$ cat config.mk
export PLATFORM = sky130hd
export DESIGN_NAME = spi_transaction_fsm
export DESIGN_NICKNAME = d
export VERILOG_FILES = /design/src/rtl/spi_transaction_fsm_pkg.sv /design/src/rtl/spi_bit_counter.sv /design/src/rtl/spi_transaction_fsm.sv
export SDC_FILE = /design/constraint.sdc
export NUM_CORES = 1
export LEC_CHECK = 0
export CAP_MARGIN = 5
export CORE_AREA = 2 2 39 41
export DETAILED_ROUTE_END_ITERATION = 6
export DIE_AREA = 0 0 41 43
export GPL_TIMING_DRIVEN = 0
export PLACE_DENSITY = 0.69
export SYNTH_ARGS = -nofsm -noshare
export SYNTH_HDL_FRONTEND = slang
export SYNTH_HIERARCHICAL = 1
export SYNTH_SLANG_ARGS = --single-unit
$ cat constraint.sdc
create_clock -name clk -period 2.15 [get_ports clk]
set_input_delay 0.3225 -clock clk [delete_from_list [all_inputs] [get_ports clk]]
set_output_delay 0.3225 -clock clk [all_outputs]
set_load 0.01 [all_outputs]
$ cat src/rtl/spi_transaction_fsm_pkg.sv
// rtl/spi_transaction_fsm_pkg.sv - shared types and constants for the SPI transaction FSM
package spi_transaction_fsm_pkg;

    localparam int WIDTH_DEFAULT = 8;

    typedef enum logic [2:0] {
        ST_IDLE,
        ST_GET_ADDR,
        ST_LATCH_ADDR,
        ST_READ_LOAD,
        ST_READ_SHIFT,
        ST_WRITE_GET,
        ST_WRITE_MEM,
        ST_DONE
    } state_t;

    // Counter must hold the value WIDTH itself, hence WIDTH+1 codes.
    function automatic int cnt_width(input int width);
        return $clog2(width + 1);
    endfunction

endpackage

$ cat src/rtl/spi_bit_counter.sv
// rtl/spi_bit_counter.sv - saturating SCLK edge counter with synchronous clear
module spi_bit_counter
    import spi_transaction_fsm_pkg::*;
#(
    parameter int WIDTH = WIDTH_DEFAULT,
    localparam int CW   = cnt_width(WIDTH)
) (
    input  logic          clk,
    input  logic          reset,
    input  logic          clear,
    input  logic          inc,
    output logic [CW-1:0] count,
    output logic          done
);

    logic [CW-1:0] count_q;
    logic [CW-1:0] count_d;

    assign done  = (count_q == CW'(WIDTH));
    assign count = count_q;

    always_comb begin
        count_d = count_q;
        if (clear) begin
            count_d = '0;
        end else if (inc && !done) begin
            count_d = count_q + CW'(1);
        end
    end

    always_ff @(posedge clk or posedge reset) begin
        if (reset) begin
            count_q <= '0;
        end else begin
            count_q <= count_d;
        end
    end

endmodule

$ cat src/rtl/spi_transaction_fsm.sv
// rtl/spi_transaction_fsm.sv - Moore FSM sequencing SPI address, read and write phases
module spi_transaction_fsm
    import spi_transaction_fsm_pkg::*;
#(
    parameter int WIDTH = WIDTH_DEFAULT
) (
    input  logic clk,
    input  logic reset,
    input  logic csConditioned,
    input  logic sclkPosEdge,
    input  logic rwBit,
    output logic addrWE,
    output logic srWE,
    output logic dmWE,
    output logic misoBufE
);

    localparam int CW = cnt_width(WIDTH);

    state_t        state_q;
    state_t        state_d;
    logic [CW-1:0] cnt_count;
    logic          cnt_done;
    logic          cnt_inc;
    logic          cnt_clear;
    logic          counting;
    logic          last_bit;

    spi_bit_counter #(
        .WIDTH (WIDTH)
    ) u_bit_counter (
        .clk   (clk),
        .reset (reset),
        .clear (cnt_clear),
        .inc   (cnt_inc),
        .count (cnt_count),
        .done  (cnt_done)
    );

    assign counting = (state_q == ST_GET_ADDR) || (state_q == ST_READ_SHIFT) ||
                      (state_q == ST_WRITE_GET);
    // A pulse arriving with cs already released belongs to no transaction.
    assign cnt_inc  = counting && sclkPosEdge && !csConditioned;
    // Leave a counting state on the same edge that registers the final pulse.
    assign last_bit = cnt_inc && (cnt_count == CW'(WIDTH - 1));

    always_comb begin
        state_d = state_q;
        case (state_q)
            ST_IDLE:       if (!csConditioned) state_d = ST_GET_ADDR;
            ST_GET_ADDR:   if (last_bit || cnt_done) state_d = ST_LATCH_ADDR;
            ST_LATCH_ADDR: state_d = rwBit ? ST_READ_LOAD : ST_WRITE_GET;
            ST_READ_LOAD:  state_d = ST_READ_SHIFT;
            ST_READ_SHIFT: if (last_bit || cnt_done) state_d = ST_DONE;
            ST_WRITE_GET:  if (last_bit || cnt_done) state_d = ST_WRITE_MEM;
            ST_WRITE_MEM:  state_d = ST_DONE;
            ST_DONE:       if (csConditioned) state_d = ST_IDLE;
            default:       state_d = ST_IDLE;
        endcase
        if ((state_q != ST_IDLE) && csConditioned) begin
            state_d = ST_IDLE;
        end
    end

    assign cnt_clear = (state_d != state_q);

    always_comb begin
        addrWE   = (state_q == ST_LATCH_ADDR);
        srWE     = (state_q == ST_READ_LOAD);
        dmWE     = (state_q == ST_WRITE_MEM);
        misoBufE = (state_q == ST_READ_SHIFT);
    end

    always_ff @(posedge clk or posedge reset) begin
        if (reset) begin
            state_q <= ST_IDLE;
        end else begin
            state_q <= state_d;
        end
    end

endmodule

Word-level counts from Yosys, hierarchy flattened
Cells that the tools add are included.
Widths: inputs -> output; s select.

operators by class
  add/subtract/negate cells = 1
  reduce and logical (&&, ||, !) cells = 13
  eq/ne operators = 10
  muxes and demuxes = 10

operators by type and width
  kind                 count
  $pmux 3 s8           1
  $mux 3               7
  $eq 3x3->1 const B   4
  $mux 4               2
  $eq 3x2->1 const B   2
  $logic_and 1x1->1    5
  $add 4x1->4 const B  1
  $eq 4x3->1 const B   1
  $eq 4x4->1 const B   1
  $eq 3x1->1 const B   1
  $logic_not 3->1      1
  $logic_or 1x1->1     3
  $ne 3x3->1           1
  $reduce_bool 3->1    1
  $logic_not 1->1      2
  $reduce_bool 2->1    1

word-level totals
  word-level logic and storage cells = 36
  input port bits = 5
  output and inout port bits = 4
  bits in registers = 7

Longest topological paths before layout
Gate-level depths: netlist of the first run.

  word-level depth = 12
  depth in mapped cells = 8
  depth with buffers taken out = 8

Hierarchy
The synthesis of the first run kept the hierarchy.

by module, submodules not included
  module               times used  cells each  sequential area each (µm²)  area an instance (µm²)
  spi_transaction_fsm  1           29          75.1                        260.2
  spi_bit_counter      1           25          100.1                       236.5

Worst setup path after synthesis of the first run
No wires, ideal clock.

  path kind = register to register
  start point = register u_bit_counter.count_q[0] (netlist: u_bit_counter/count[0])
  end point = register u_bit_counter.count_q[0] (netlist: u_bit_counter/count[0])
  cell stages (with the launch flop) = 9
  setup slack = 0.509 ns
  period minus slack after synthesis = 1.641 ns
  arrival = 1.516 ns
  buffers on the path = 0
  required time = 2.025 ns
  library setup time = 0.125 ns
  cells stage by stage = dfrtp_1 inv_1 ha_1 nand2_1 nor2_1 a311oi_4 a21oi_1 nor2_1 mux2_4

on the way
  elaborated cells between the ends (all ways) = 16
  those cells by class = add/sub (1); eq/ne (3); mux (7); reduce/logical (5)

RTL lines
  what                                                RTL line                                                                         source
  from (decl)                                         spi_bit_counter.sv:16                                                            logic [CW-1:0] count_q;
  from (signal assigned)                              spi_bit_counter.sv:35                                                            count_q <= count_d;
  $eq 4x4->1 *                                        spi_bit_counter.sv:19                                                            assign done = (count_q == CW'(WIDTH));
  net cnt_done                                        spi_transaction_fsm.sv:23                                                        logic cnt_done;
  $logic_or 1x1->1 *                                  spi_transaction_fsm.sv:51, spi_transaction_fsm.sv:54, spi_transaction_fsm.sv:55
  $mux 3, on equally long branches                    spi_transaction_fsm.sv:55, spi_transaction_fsm.sv:51, spi_transaction_fsm.sv:54
  $pmux 3 s8 *                                        spi_transaction_fsm.sv:49                                                        case (state_q)
  $mux 3 *                                            spi_transaction_fsm.sv:60                                                        if ((state_q != ST_IDLE) && csConditioned) begin
  $ne 3x3->1 *                                        spi_transaction_fsm.sv:65                                                        assign cnt_clear = (state_d != state_q);
  net cnt_clear                                       spi_transaction_fsm.sv:25                                                        logic cnt_clear;
  $mux 4 / $reduce_bool 2->1 (equally long branches)  n/a

Mark *: on every way through the listed nets, which the timed path passes. The rest lies on a longest branch. The select of a mux whose other input is x is not followed.
A chain may end at the register's enable or synchronous reset.

Worst setup path in the final report of the first run
  start point = register state_q[0]
  end point = output srWE

on the way
  word-level cells in the longest chain between the ends = 1

ends and longest elaborated chain
  what                    RTL line                   source
  from (decl)             spi_transaction_fsm.sv:20  state_t state_q;
  from (signal assigned)  spi_transaction_fsm.sv:78  state_q <= state_d;
  $eq 3x2->1              spi_transaction_fsm.sv:69  srWE = (state_q == ST_READ_LOAD);
  to (decl)               spi_transaction_fsm.sv:13  output logic srWE,

No other way between the ends.

==> metrics.md, run 1 <==
| Metric | Value |
|---|---|
| Status | complete, no violations |
| Hold Fails Final Rpt | 0 |
| Worst Tran Pin Value | about 0.43 ns |
| Crit path largest cell delay | 0.56 ns |
| P_leak | around 0.28 nW |
| Final design utilization | approximately 45% |
| Fillers | 150 |
| Synthesis-to-finish area growth | 25.4% |
| Skew-Pair Late Insertion Delay | 0.25 ns |
| CP Capture Type | primary output |
| Hold Buf Count CTS | 0 |
| Worst setup path class | reg -> out |
| Pin count of the biggest net entering global routing | 11 |
| Worst-path maximum fanout | 8 |
| First-pass GRT wire length | roughly 1600 um |
| Dominant cell type by area after synthesis | dfrtp_1 |
| Clk_skew | 0.00486 ns |
| Placed cell area | approximately 600 um2 |
| CP max-delay cell | clkdlybuf4s50_1 |
| Via density | ~5.1 |
| I/O Buffers | 8 |
| Yosys cell types | 25 |
| Instance count of the mapped netlist | 54 |
| Reg power frac | between 40% and 50% |
| Setup Fix Bufs, Post-CTS | 0 |
| Chip width | 41 um |
| Synth area leaders | dfrtp_1 35%, a21oi_1 6.0%, mux2_4 6.0%, a311oi_4 5.3%, ha_1 5.0% |
| Core Region | between 0.001 and 0.0015 mm2 |
| Antenna violations before repair | 0 |
| Switching share of power | between 20% and 30% |
| Post-place setup slack | 0.00415 ns |
| Worst hold path class | in -> async |
| Clock period minus worst slack | 1.91 ns |
| WL final | 930 um |
| Switching Power | 0.0640 mW |
| Cell Area, Synth | around 500 um2 |
| Worst Setup Start Kind | flip-flop |
| Rel. slew slack | ~71% |
| Ant diodes | 0 |
| Internal power | roughly 0.22 mW |
| Dpl hpwl | between 600 and 700 um |
| Number of global-route vias before repair | 390 |
| # IOs | 9 |
| DRC viols | 0 |
| Worst-path clk slew | 0.05 ns |
| Synthesized Nets | between 60 and 70 |
| Max Slew Vio Count | 0 |
| Via count | approximately 420 |
| WL/cell | approximately 11 um |
| Fin Hold WS | 0.265 ns |
| CP Data Arrival Time | approximately 1.6 ns |
| DRT antenna net count | 0 |
| Register bit count reported by yosys | 7 |
| Setup tns final | 0 ns |
| Tot GR Track Use | 13.4% |
| Max VDD drop | around 0.33 mV |
| CTS Root Cell | clkbuf_4 |
| Setup ws final | between 0.2 and 0.25 ns |
| Fraction of layout cells with a size suffix above 1 | between 10% and 20% |
| Post-CTS Resized | 0 |
| Worst EP required | 1.83 ns |
| Die area | around 0.0018 mm2 |
| Max-cap violations | 0 |
| Yosys Warn Count | 6 |
| Pwr per Cell Area | roughly 460 mW/mm2 |
| Drt pass-1 iters | 4 |
| CTS Buf Count | 3 |
| GRT overflow | 0 |
| Clock tree from TritonCTS | yes |
| CP cell instances | inv_1, nor3_1, clkdlybuf4s50_1 |
| Period utilization | slightly below 90% |
| RSZ-0062 raised after global routing | false |
| Final #Nets | 74 |
| Chip Height | approximately 43 um |
| Finish-stage setup viols | 0 |
| Mean Syn Cell Area | 9.20 um2 |
| Num rows | 14 |
| CTS sink count | 7 |
| Clk network pwr share | between 40% and 50% |
| Finished Cell Area | about 620 um2 |
| Seq/Total Area, Yosys | a little over a third |
| Commonest non-fill, non-tap cells in the layout | 8 x clkdlybuf4s50_1, 7 x dfrtp_1, 6 x a21oi_1 |
| DR iter-0 viols | 3 |
| Synth top area share | a little over a third |
| Initial Util | a little over a third |
| Placer's final routability congestion estimate | about 0.64 |
| H-tree Lvls | 1 |
| Leading cell type in the layout, fill and taps excluded | clkdlybuf4s50_1 |
| CTS Buffer Depth | 2 |
| Maximum clock rate | roughly 520 MHz |
| Combinational share of power | a little under an eighth |
==> worst paths after layout <==
| kind | from | endpoint | slack (ns) | depth (start not counted) |
|---|---|---|---|---|
| worst max register to register | u_bit_counter/count[0] | u_bit_counter/count[0] | 0.30 | 8 |
| max in group asynchronous | reset | u_bit_counter/count[0] | 1.72 | 2 |
| worst max-delay path | state_q[0] | srWE | 0.24 | 3 |
| min in group clk | u_bit_counter/count[3] | u_bit_counter/count[3] | 0.58 | 2 |
| worst min-delay path | reset | state_q[1] | 0.26 | 2 |
| worst min register to register | u_bit_counter/count[3] | u_bit_counter/count[3] | 0.58 | 2 |
==> flip-flops by register name, summed over array words and instances, names as in the netlist <==
| signal | cells |
|---|---|
| state_q | 3 |
| u_bit_counter/count | 4 |
==> logic make-up (layout without fill, tap and decap cells) <==
family / count (synthesis) / after routing / synth area share [%]
compound gates: 11 / 11 / 18.6
xor+xnor: 1 / 1 / 1.76
fa+ha+maj: 2 / 2 / 5.04
buf+inv: 7 / 19 / 5.54
flops: 7 / 7 / 35.3
mux: 3 / 3 / 8.06
simple gates: 23 / 23 / 25.7
==> synth_stat cells <==
master / number
dfrtp_1: 7
a21oi_1: 6
inv_1: 5
nor2_1: 5
nand2_1: 4
nand2b_1: 3
and3_1: 2
ha_1: 2
mux2_4: 2
nand3_1: 2
nor3_1: 2
a211oi_1: 1
a311oi_4: 1
and3_2: 1
and4b_1: 1
buf_2: 1
inv_2: 1
mux2i_1: 1
nand4_1: 1
o21a_1: 1
o21ai_0: 1
o21ba_4: 1
or3b_1: 1
or4b_1: 1
xor2_1: 1
==> critical path: cells and delay by family (launching register included) <==
family	cells	cell delay, ns
DFF	1	0.47
and+or+nand+nor	1	0.18
buffers and inverters	2	0.69
==> layer usage <==
metal | vias to the layer above | share of wire [%] | track usage (%)
li1 | 218 | - | -
met3 | 0 | 5.3 | 6.28
met1 | 195 | 43 | 14.5
met2 | 9 | 52 | 21.3
met4 | 0 | 0 | 6.00
met5 | - | 0 | 0
==> metrics by stage <==
step / total power, mW / cells
final: 0.287 / 82
after detailed placement: 0.173 / 78
after floorplan: 0.159 / 54
after global routing: 0.307 / 82
after CTS: 0.295 / 82
after global placement: 0.173 / 78
==> final cells by class <==
| type | count | area (um2) | area share, % |
|---|---|---|---|
| timing repair buffer | 8 | 80.1 | 12.9 |
| clock buffer | 4 | 26.3 | 4.22 |
| tap | 16 | 20.0 | 3.21 |
| multi-input combinational | 40 | 294 | 47.2 |
| buffer | 1 | 5.00 | 0.803 |
| inverter | 6 | 22.5 | 3.61 |
| sequential | 7 | 175 | 28.1 |
==> power groups by stage <==
stage	logic, mW	clock network, mW	registers, mW
2_1_floorplan	0.0205	0	0.139
3_3_place_gp	0.0328	0	0.140
3_5_place_dp	0.0336	0	0.140
4_1_cts	0.0338	0.123	0.138
5_1_grt	0.0367	0.132	0.138
6_report	0.0331	0.116	0.138
Power figures use the tool's default switching activity.
==> inputs of run 2 (changes only) <==
--- a/config.mk
+++ b/config.mk
@@ -7,10 +7,12 @@
 export LEC_CHECK = 0
 export CAP_MARGIN = 5
 export CORE_AREA = 2 2 39 41
+export CTS_CLUSTER_SIZE = 10
 export DETAILED_ROUTE_END_ITERATION = 6
 export DIE_AREA = 0 0 41 43
 export GPL_TIMING_DRIVEN = 0
 export PLACE_DENSITY = 0.69
+export SETUP_SLACK_MARGIN = 0.02
 export SYNTH_ARGS = -nofsm -noshare
 export SYNTH_HDL_FRONTEND = slang
 export SYNTH_HIERARCHICAL = 1
==> results of run 2 <==
Same layout as run 1: the final DEF is identical, and so are final timing and power.
==> inputs of run 3 (changes only) <==
--- a/config.mk
+++ b/config.mk
@@ -13,6 +13,7 @@
 export GPL_TIMING_DRIVEN = 0
 export PLACE_DENSITY = 0.69
 export SETUP_SLACK_MARGIN = 0.02
+export SKIP_LAST_GASP = 1
 export SYNTH_ARGS = -nofsm -noshare
 export SYNTH_HDL_FRONTEND = slang
 export SYNTH_HIERARCHICAL = 1
==> results of run 3 <==
Same layout as run 1: the final DEF is identical, and so are final timing and power.
